==> src/rtl/spi_pkg.sv <==
// Shared types and helpers for the SPI mode-0 master.
package spi_pkg;

    // Frame sequencer states
    typedef enum logic [2:0] {
        ST_IDLE  = 3'd0,
        ST_SETUP = 3'd1,
        ST_SHIFT = 3'd2,
        ST_HOLD  = 3'd3,
        ST_GAP   = 3'd4
    } state_t;

    // Header every accepted rx frame must carry in its top 32 bits
    localparam logic [31:0] MSGID_DEFAULT = 32'h74697277;

    // Bits needed to hold values 0..value-1 (never less than 1)
    function automatic int unsigned clog2(input logic [63:0] value);
        int unsigned width;
        width = 0;
        while (((64'd1 << width) < value) && (width < 64)) begin
            width++;
        end
        if (width == 0) begin
            width = 1;
        end
        return width;
    endfunction

endpackage

==> src/rtl/spi_sck_gen.sv <==
// SCK half-period generator: while run is high, SCK toggles every CLK_DIV
// clocks starting from a full low half-period; rise/fall are 1-clk strobes
// in the first clock after the corresponding SCK edge.
module spi_sck_gen
    import spi_pkg::*;
#(
    parameter int unsigned CLK_DIV = 4
) (
    input  logic clk,
    input  logic rst_n,
    input  logic run,
    output logic rise,
    output logic fall,
    output logic sck
);

    localparam int unsigned         DIV_W    = clog2(64'(CLK_DIV));
    localparam logic [DIV_W-1:0]    DIV_LAST = DIV_W'(CLK_DIV - 1);

    logic [DIV_W-1:0] div_cnt;

    // Divider restarts whenever run drops, so every SHIFT entry begins cleanly
    always_ff @(posedge clk or negedge rst_n) begin
        if (!rst_n) begin
            div_cnt <= '0;
            sck     <= 1'b0;
            rise    <= 1'b0;
            fall    <= 1'b0;
        end else begin
            rise <= 1'b0;
            fall <= 1'b0;
            if (!run) begin
                div_cnt <= '0;
                sck     <= 1'b0;
            end else if (div_cnt == DIV_LAST) begin
                div_cnt <= '0;
                sck     <= ~sck;
                rise    <= ~sck;
                fall    <= sck;
            end else begin
                div_cnt <= div_cnt + 1'b1;
            end
        end
    end

endmodule

==> src/rtl/spi_master.sv <==
// SPI mode-0 master: one full-duplex BUFFER_SIZE-bit frame per start, MSB
// first, rx frame accepted only when its top 32 bits match MSGID, with a
// link timeout flag.
// Optional feature: define SPI_MASTER_AUTOPOLL_EN to add a free-running
// POLL_PERIOD timer that launches frames on its own (ORed with start).
module spi_master
    import spi_pkg::*;
#(
    parameter int unsigned BUFFER_SIZE = 64,
    parameter logic [31:0] MSGID       = MSGID_DEFAULT,
    parameter int unsigned CLK_DIV     = 4,
    parameter int unsigned CS_SETUP    = 4,
    parameter int unsigned CS_GAP      = 8,
    parameter int unsigned TIMEOUT     = 4800000,
    parameter int unsigned POLL_PERIOD = 48000
) (
    input  logic                   clk,
    input  logic                   rst_n,
    input  logic                   start,
    input  logic [BUFFER_SIZE-1:0] tx_data,
    output logic [BUFFER_SIZE-1:0] rx_data,
    output logic                   rx_valid,
    output logic                   rx_error,
    output logic                   busy,
    output logic                   done,
    output logic                   pkg_timeout,
    output logic                   SPI_SCK,
    output logic                   SPI_SSEL,
    output logic                   SPI_MOSI,
    input  logic                   SPI_MISO
);

    localparam int unsigned PH_MAX = (CS_SETUP > CS_GAP) ? CS_SETUP : CS_GAP;
    localparam int unsigned PH_W   = clog2(64'(PH_MAX));
    localparam int unsigned BIT_W  = clog2(64'(BUFFER_SIZE) + 64'd1);
    localparam int unsigned TO_W   = clog2(64'(TIMEOUT) + 64'd1);

    localparam logic [PH_W-1:0]  SETUP_LAST = PH_W'(CS_SETUP - 1);
    localparam logic [PH_W-1:0]  GAP_LAST   = PH_W'(CS_GAP - 1);
    localparam logic [BIT_W-1:0] BIT_LAST   = BIT_W'(BUFFER_SIZE);
    localparam logic [TO_W-1:0]  TO_LIMIT   = TO_W'(TIMEOUT);

    // Reject parameter sets the frame timing cannot support
    if ((BUFFER_SIZE < 33) || (CLK_DIV < 2) || (CS_SETUP < 1) || (CS_GAP < 1) ||
        (POLL_PERIOD < 1)) begin : g_bad_params
        $error("spi_master: unsupported parameter set");
    end

    state_t                 state;
    logic [PH_W-1:0]        phase_cnt;
    logic [BIT_W-1:0]       bit_cnt;
    logic [BUFFER_SIZE-1:0] tx_shift;
    logic [BUFFER_SIZE-1:0] rx_shift;
    logic [TO_W-1:0]        to_cnt;
    logic                   miso_meta;
    logic                   miso_sync;
    logic                   sck_run;
    logic                   sck_rise;
    logic                   sck_fall;
    logic                   header_ok;
    logic                   accept;
    logic                   launch_req;

    assign sck_run   = (state == ST_SHIFT);
    assign header_ok = (rx_shift[BUFFER_SIZE-1 -: 32] == MSGID);
    assign accept    = (state == ST_HOLD) && (phase_cnt == SETUP_LAST) && header_ok;

    spi_sck_gen #(
        .CLK_DIV (CLK_DIV)
    ) u_sck_gen (
        .clk   (clk),
        .rst_n (rst_n),
        .run   (sck_run),
        .rise  (sck_rise),
        .fall  (sck_fall),
        .sck   (SPI_SCK)
    );

`ifdef SPI_MASTER_AUTOPOLL_EN
    localparam int unsigned       POLL_W    = clog2(64'(POLL_PERIOD));
    localparam logic [POLL_W-1:0] POLL_LAST = POLL_W'(POLL_PERIOD - 1);

    logic [POLL_W-1:0] poll_cnt;
    logic              poll_tick;
    logic              poll_pending;

    assign poll_tick  = (poll_cnt == POLL_LAST);
    assign launch_req = start | poll_tick | poll_pending;

    // Free-running poll timer; a tick landing while busy waits (once) for IDLE
    always_ff @(posedge clk or negedge rst_n) begin
        if (!rst_n) begin
            poll_cnt     <= '0;
            poll_pending <= 1'b0;
        end else begin
            poll_cnt <= poll_tick ? '0 : poll_cnt + 1'b1;
            if (state == ST_IDLE) begin
                poll_pending <= 1'b0;
            end else if (poll_tick) begin
                poll_pending <= 1'b1;
            end
        end
    end
`else
    assign launch_req = start;
`endif

    // Bring MISO into the clk domain
    always_ff @(posedge clk or negedge rst_n) begin
        if (!rst_n) begin
            miso_meta <= 1'b0;
            miso_sync <= 1'b0;
        end else begin
            miso_meta <= SPI_MISO;
            miso_sync <= miso_meta;
        end
    end

    // Frame sequencer: chip-select framing, bit shifting and rx acceptance
    always_ff @(posedge clk or negedge rst_n) begin
        if (!rst_n) begin
            state     <= ST_IDLE;
            phase_cnt <= '0;
            bit_cnt   <= '0;
            tx_shift  <= '0;
            rx_shift  <= '0;
            rx_data   <= '0;
            rx_valid  <= 1'b0;
            rx_error  <= 1'b0;
            done      <= 1'b0;
            busy      <= 1'b0;
            SPI_SSEL  <= 1'b1;
            SPI_MOSI  <= 1'b0;
        end else begin
            rx_valid <= 1'b0;
            rx_error <= 1'b0;
            done     <= 1'b0;
            unique case (state)
                ST_IDLE: begin
                    if (launch_req) begin
                        tx_shift  <= tx_data;
                        SPI_MOSI  <= tx_data[BUFFER_SIZE-1];
                        SPI_SSEL  <= 1'b0;
                        busy      <= 1'b1;
                        bit_cnt   <= '0;
                        phase_cnt <= '0;
                        state     <= ST_SETUP;
                    end
                end
                ST_SETUP: begin
                    if (phase_cnt == SETUP_LAST) begin
                        phase_cnt <= '0;
                        state     <= ST_SHIFT;
                    end else begin
                        phase_cnt <= phase_cnt + 1'b1;
                    end
                end
                ST_SHIFT: begin
                    if (sck_rise) begin
                        rx_shift <= {rx_shift[BUFFER_SIZE-2:0], miso_sync};
                        bit_cnt  <= bit_cnt + 1'b1;
                    end
                    if (sck_fall) begin
                        if (bit_cnt == BIT_LAST) begin
                            phase_cnt <= '0;
                            state     <= ST_HOLD;
                        end else begin
                            // Rotate keeps every bit live; only the MSB is ever driven
                            tx_shift <= {tx_shift[BUFFER_SIZE-2:0], tx_shift[BUFFER_SIZE-1]};
                            SPI_MOSI <= tx_shift[BUFFER_SIZE-2];
                        end
                    end
                end
                ST_HOLD: begin
                    if (phase_cnt == SETUP_LAST) begin
                        phase_cnt <= '0;
                        SPI_SSEL  <= 1'b1;
                        SPI_MOSI  <= 1'b0;
                        done      <= 1'b1;
                        state     <= ST_GAP;
                        if (header_ok) begin
                            rx_data  <= rx_shift;
                            rx_valid <= 1'b1;
                        end else begin
                            rx_error <= 1'b1;
                        end
                    end else begin
                        phase_cnt <= phase_cnt + 1'b1;
                    end
                end
                ST_GAP: begin
                    if (phase_cnt == GAP_LAST) begin
                        phase_cnt <= '0;
                        busy      <= 1'b0;
                        state     <= ST_IDLE;
                    end else begin
                        phase_cnt <= phase_cnt + 1'b1;
                    end
                end
                default: begin
                    state <= ST_IDLE;
                end
            endcase
        end
    end

    // Saturating link timeout; an accepted frame clears it in the rx_valid cycle
    always_ff @(posedge clk or negedge rst_n) begin
        if (!rst_n) begin
            to_cnt      <= '0;
            pkg_timeout <= 1'b0;
        end else if (accept) begin
            to_cnt      <= '0;
            pkg_timeout <= 1'b0;
        end else if (to_cnt < TO_LIMIT) begin
            to_cnt      <= to_cnt + 1'b1;
            pkg_timeout <= ((to_cnt + 1'b1) >= TO_LIMIT);
        end else begin
            pkg_timeout <= 1'b1;
        end
    end

endmodule
==> config.mk <==
export PLATFORM = sky130hd
export DESIGN_NAME = spi_master
export DESIGN_NICKNAME = d
export VERILOG_FILES = /design/src/rtl/spi_pkg.sv /design/src/rtl/spi_sck_gen.sv /design/src/rtl/spi_master.sv
export SDC_FILE = /design/constraint.sdc
export NUM_CORES = 1
export LEC_CHECK = 0
export CORE_MARGIN = 2
export CORE_UTILIZATION = 59
export CTS_CLUSTER_DIAMETER = 40
export CTS_CLUSTER_SIZE = 16
export DETAILED_ROUTE_END_ITERATION = 10
export PLACE_DENSITY = 0.9
export SLEW_MARGIN = 5
export SYNTH_ARGS = -nofsm -noshare
export SYNTH_HDL_FRONTEND = slang
export SYNTH_SLANG_ARGS = --single-unit
export TNS_END_PERCENT = 5
==> constraint.sdc <==
create_clock -name clk -period 3.9 [get_ports clk]
set_input_delay 0.78 -clock clk [delete_from_list [all_inputs] [get_ports clk]]
set_output_delay 0.78 -clock clk [all_outputs]
set_load 0.02 [all_outputs]
==> results_dict.tcl <==
set metrics [dict create \
    ir_worst_vdd_mv 0.353 \
    drc 0 \
    cts_buffer_depth 3 \
    clk_pin_slew_worst_paths_ps 60 \
    path_buf_inv 1 \
    drive_above_1_share 0.0883 \
    yosysTopAreaCellShare 0.582 \
    met2_length_um 10400 \
    m1WireLength_um 9220 \
    dp.final_hpwl_um 13500 \
    crit_slowest_cell "nor4b_4" \
    p_clk_frac 0.509 \
    cts_tree "yes" \
    p_int_uw 4230 \
    netlist_top_cells_area "dfrtp_1, nand2_1, mux2i_1" \
    cpMostUsedCell "ha_1" \
    cp_cell_sequence "ha_1 -> ha_1 -> nand2_1 -> or2_1 -> nor4b_4 -> buf_12 -> mux2_1" \
    comb_power_share 0.023 \
    antenna_found_initial 0 \
    drv_cap 0 \
    cts-root-buf "clkbuf_16" \
    power_frac_seq 0.468 \
    io_pins 140 \
    max_freq_ghz 0.388 \
    p_switching_uw 1160 \
    cellLeakagePower_uw 0.00658 \
    ys_seq_elements 242 \
    wl_met3_um 1450 \
    end_kind "register" \
    grt_usage 0.242 \
    start_kind "register" \
    crit_family "simple AND/OR/NAND/NOR gates" \
    slew_viol_final 0 \
    synth_cell_types 60 \
    setup_tns_ps 0 \
    hp-class "input port to asynchronous set/reset pin" \
    insertion_delay_ps 540 \
    drt_first_pass_iters 5 \
    cts.htree.levels 1 \
    fin_crit_ps 2580 \
    portBuffers 139 \
    grt_pass1_wl_um 36600 \
    num_rows 48 \
    worstPathRequired_ps 4310 \
    first_iter_violations 687 \
    coreArea_um2 17200 \
    setup_viol 0 \
    hold_buffers 0 \
    power.density_nw_per_um2 417 \
    p_sw_frac 0.215 \
    wire_per_inst_um 15.9 \
    ys_warn_count 0 \
    tightestPinTransition_ps 1020 \
    syn_avg_cell_area_um2 10.6 \
    outcome "completed" \
    drt-total-wl_um 21600 \
    via_per_inst 5.50 \
    grt_max_degree 128 \
    critical_path_arrival_ps 2990 \
    dieArea_um2 18600 \
    cts_setup_buffers 0 \
    syn_area_um2 10400 \
    fp.dieH_um 136 \
    vias 7465 \
    crit_type "register to register" \
    syn_inst 981 \
    synth_top_cell_by_area "dfrtp_1" \
    grt_pass1_vias 7478 \
    area_growth_pct 24.6 \
    gp_congestion 0.881 \
    grt_overflow 0 \
    die_x_um 136 \
    slew-limit-headroom 0.320 \
    top_layer_used "met4" \
    antenna_cells 0 \
    ant_nets 0 \
    start_util 0.601 \
    cts_buffers 31 \
    fin_crit_sh 0.661 \
    synthFlopType "dfrtp_1" \
    syn_nets 1057 \
    fin_util 0.749 \
    clock-skew-final_ps 15.3 \
    cts_sinks 242 \
    yosysSeqAreaShare 0.585 \
    rsz0062_at_grt "false" \
    nets 1184 \
    cp_slowest_stage_delay_ps 370 \
    crit_fanout 88 \
    ys_async_sr_fraction 1.00 \
    post_cts_resized 0 \
    hold_violations 0 \
    synth-edff-count 0 \
]
-- per-stage QoR --
step | hold slack, ps | instance area, um^2 | cells | setup slack [ps] | power (uW)
3_3_place_gp | 337 | 11900 | 1300 | 1010 | 2690
6_report | 282 | 12900 | 1358 | 1320 | 5390
5_1_grt | 337 | 12900 | 1358 | 1160 | 5570
3_5_place_dp | 391 | 11900 | 1300 | 917 | 2690
2_1_floorplan | 331 | 10400 | 981 | 1750 | 2570
4_1_cts | 318 | 12900 | 1358 | 1320 | 5430
-- synthesized netlist by cell type (3+ instances only) --
| cell type | count |
|---|---|
| a21oi_1 | 13 |
| mux2_1 | 32 |
| and3_1 | 6 |
| a211oi_1 | 7 |
| or2_2 | 18 |
| xnor2_1 | 22 |
| o21ai_0 | 73 |
| xor2_1 | 9 |
| nand4_1 | 11 |
| dfrtp_1 | 241 |
| buf_1 | 5 |
| nor4bb_1 | 4 |
| ha_1 | 8 |
| and4_1 | 3 |
| nand3_1 | 8 |
| nor2b_1 | 14 |
| nand2b_1 | 3 |
| nor2_1 | 43 |
| o211ai_1 | 4 |
| nor4_1 | 4 |
| mux2i_1 | 65 |
| nand2_1 | 281 |
| clkbuf_1 | 31 |
| inv_1 | 10 |
| buf_4 | 6 |
| nor3_1 | 3 |
| buf_2 | 10 |
-- final cells by class --
cell class / count / area, um^2
inverters: 12 / 45.0
well taps: 225 / 282
multi-input cells: 673 / 4020
flip-flops and latches: 242 / 6060
fillers: 1106 / 4330
clock inverters: 20 / 194
repair buffers: 148 / 1490
clock buffers: 38 / 822
-- worst reg2reg max path, cell delays in order, from the launching register on --
cell	delay [ps]
dfrtp_1	360
ha_1	220
ha_1	250
nand2_1	110
or2_1	350
nor4b_4	370
buf_12	380
mux2_1	410
-- flip-flops by register name, indices dropped and copies added, names as in the netlist --
name               flops
pkg_timeout            1
u_sck_gen.fall         1
state                  3
u_sck_gen.sck          1
SPI_MOSI               1
u_sck_gen.rise         1
phase_cnt              3
busy                   1
rx_data               64
rx_shift              64
miso_meta              1
miso_sync              1
tx_shift              64
rx_valid               1
u_sck_gen.div_cnt      2
bit_cnt                7
rx_error               1
SPI_SSEL               1
to_cnt                23
done                   1
-- layout by cell type (no fill, tap or decap), types with 13 or more instances in the layout --
master and n:
a21oi_1 13, clkbuf_16 31, clkdlybuf4s50_1 138, dfrtp_1 241, mux2_1 32, mux2i_1 65
nand2_1 280, nor2_1 43, nor2b_1 14, o21ai_0 73, or2_2 18, xnor2_1 22
-- cells by family (layout without fill, tap and decap cells) --
family                     after synthesis  count (layout)  share of synthesized area
DFF                                    242             242                      0.585
buffers and inverters                   66             218                     0.0288
AOI/OAI and AO/OA                      118             118                     0.0704
muxes                                   99              99                     0.0998
xor gates and xnor gates                31              31                     0.0262
adders and majority gates                8               8                    0.00967
and+or+nand+nor                        417             417                      0.180
-- final timing paths --
| kind | start | to | slack (ps) | cells after the start |
|---|---|---|---|---|
| hold / removal | rst_n | rx_data[12] | 280 | 1 |
| setup / recovery | phase_cnt[0] | rx_data[24] | 1320 | 7 |
| hold reg to reg | miso_meta | miso_sync | 390 | 0 |
| min in group clk | miso_meta | miso_sync | 390 | 0 |
| max in group asynchronous | rst_n | to_cnt[2] | 2630 | 2 |
| setup reg to reg | phase_cnt[0] | rx_data[24] | 1320 | 7 |
-- power by group through the flow --
stage | Sequential, uW | Combinational [uW] | Clock, uW
2_1_floorplan | 2560 | 4.68 | 0
3_3_place_gp | 2560 | 127 | 0
3_5_place_dp | 2560 | 129 | 0
4_1_cts | 2520 | 130 | 2780
5_1_grt | 2520 | 142 | 2910
6_report | 2520 | 126 | 2740
-- layer usage --
layer / GRT usage / vias up
li1: - / 3535
met1: 0.338 / 3648
met2: 0.383 / 239
met3: 0.0570 / 43
met4: 0.0700 / 0
met5: 0 / -
No activity file was read; power rests on OpenSTA's default activity.
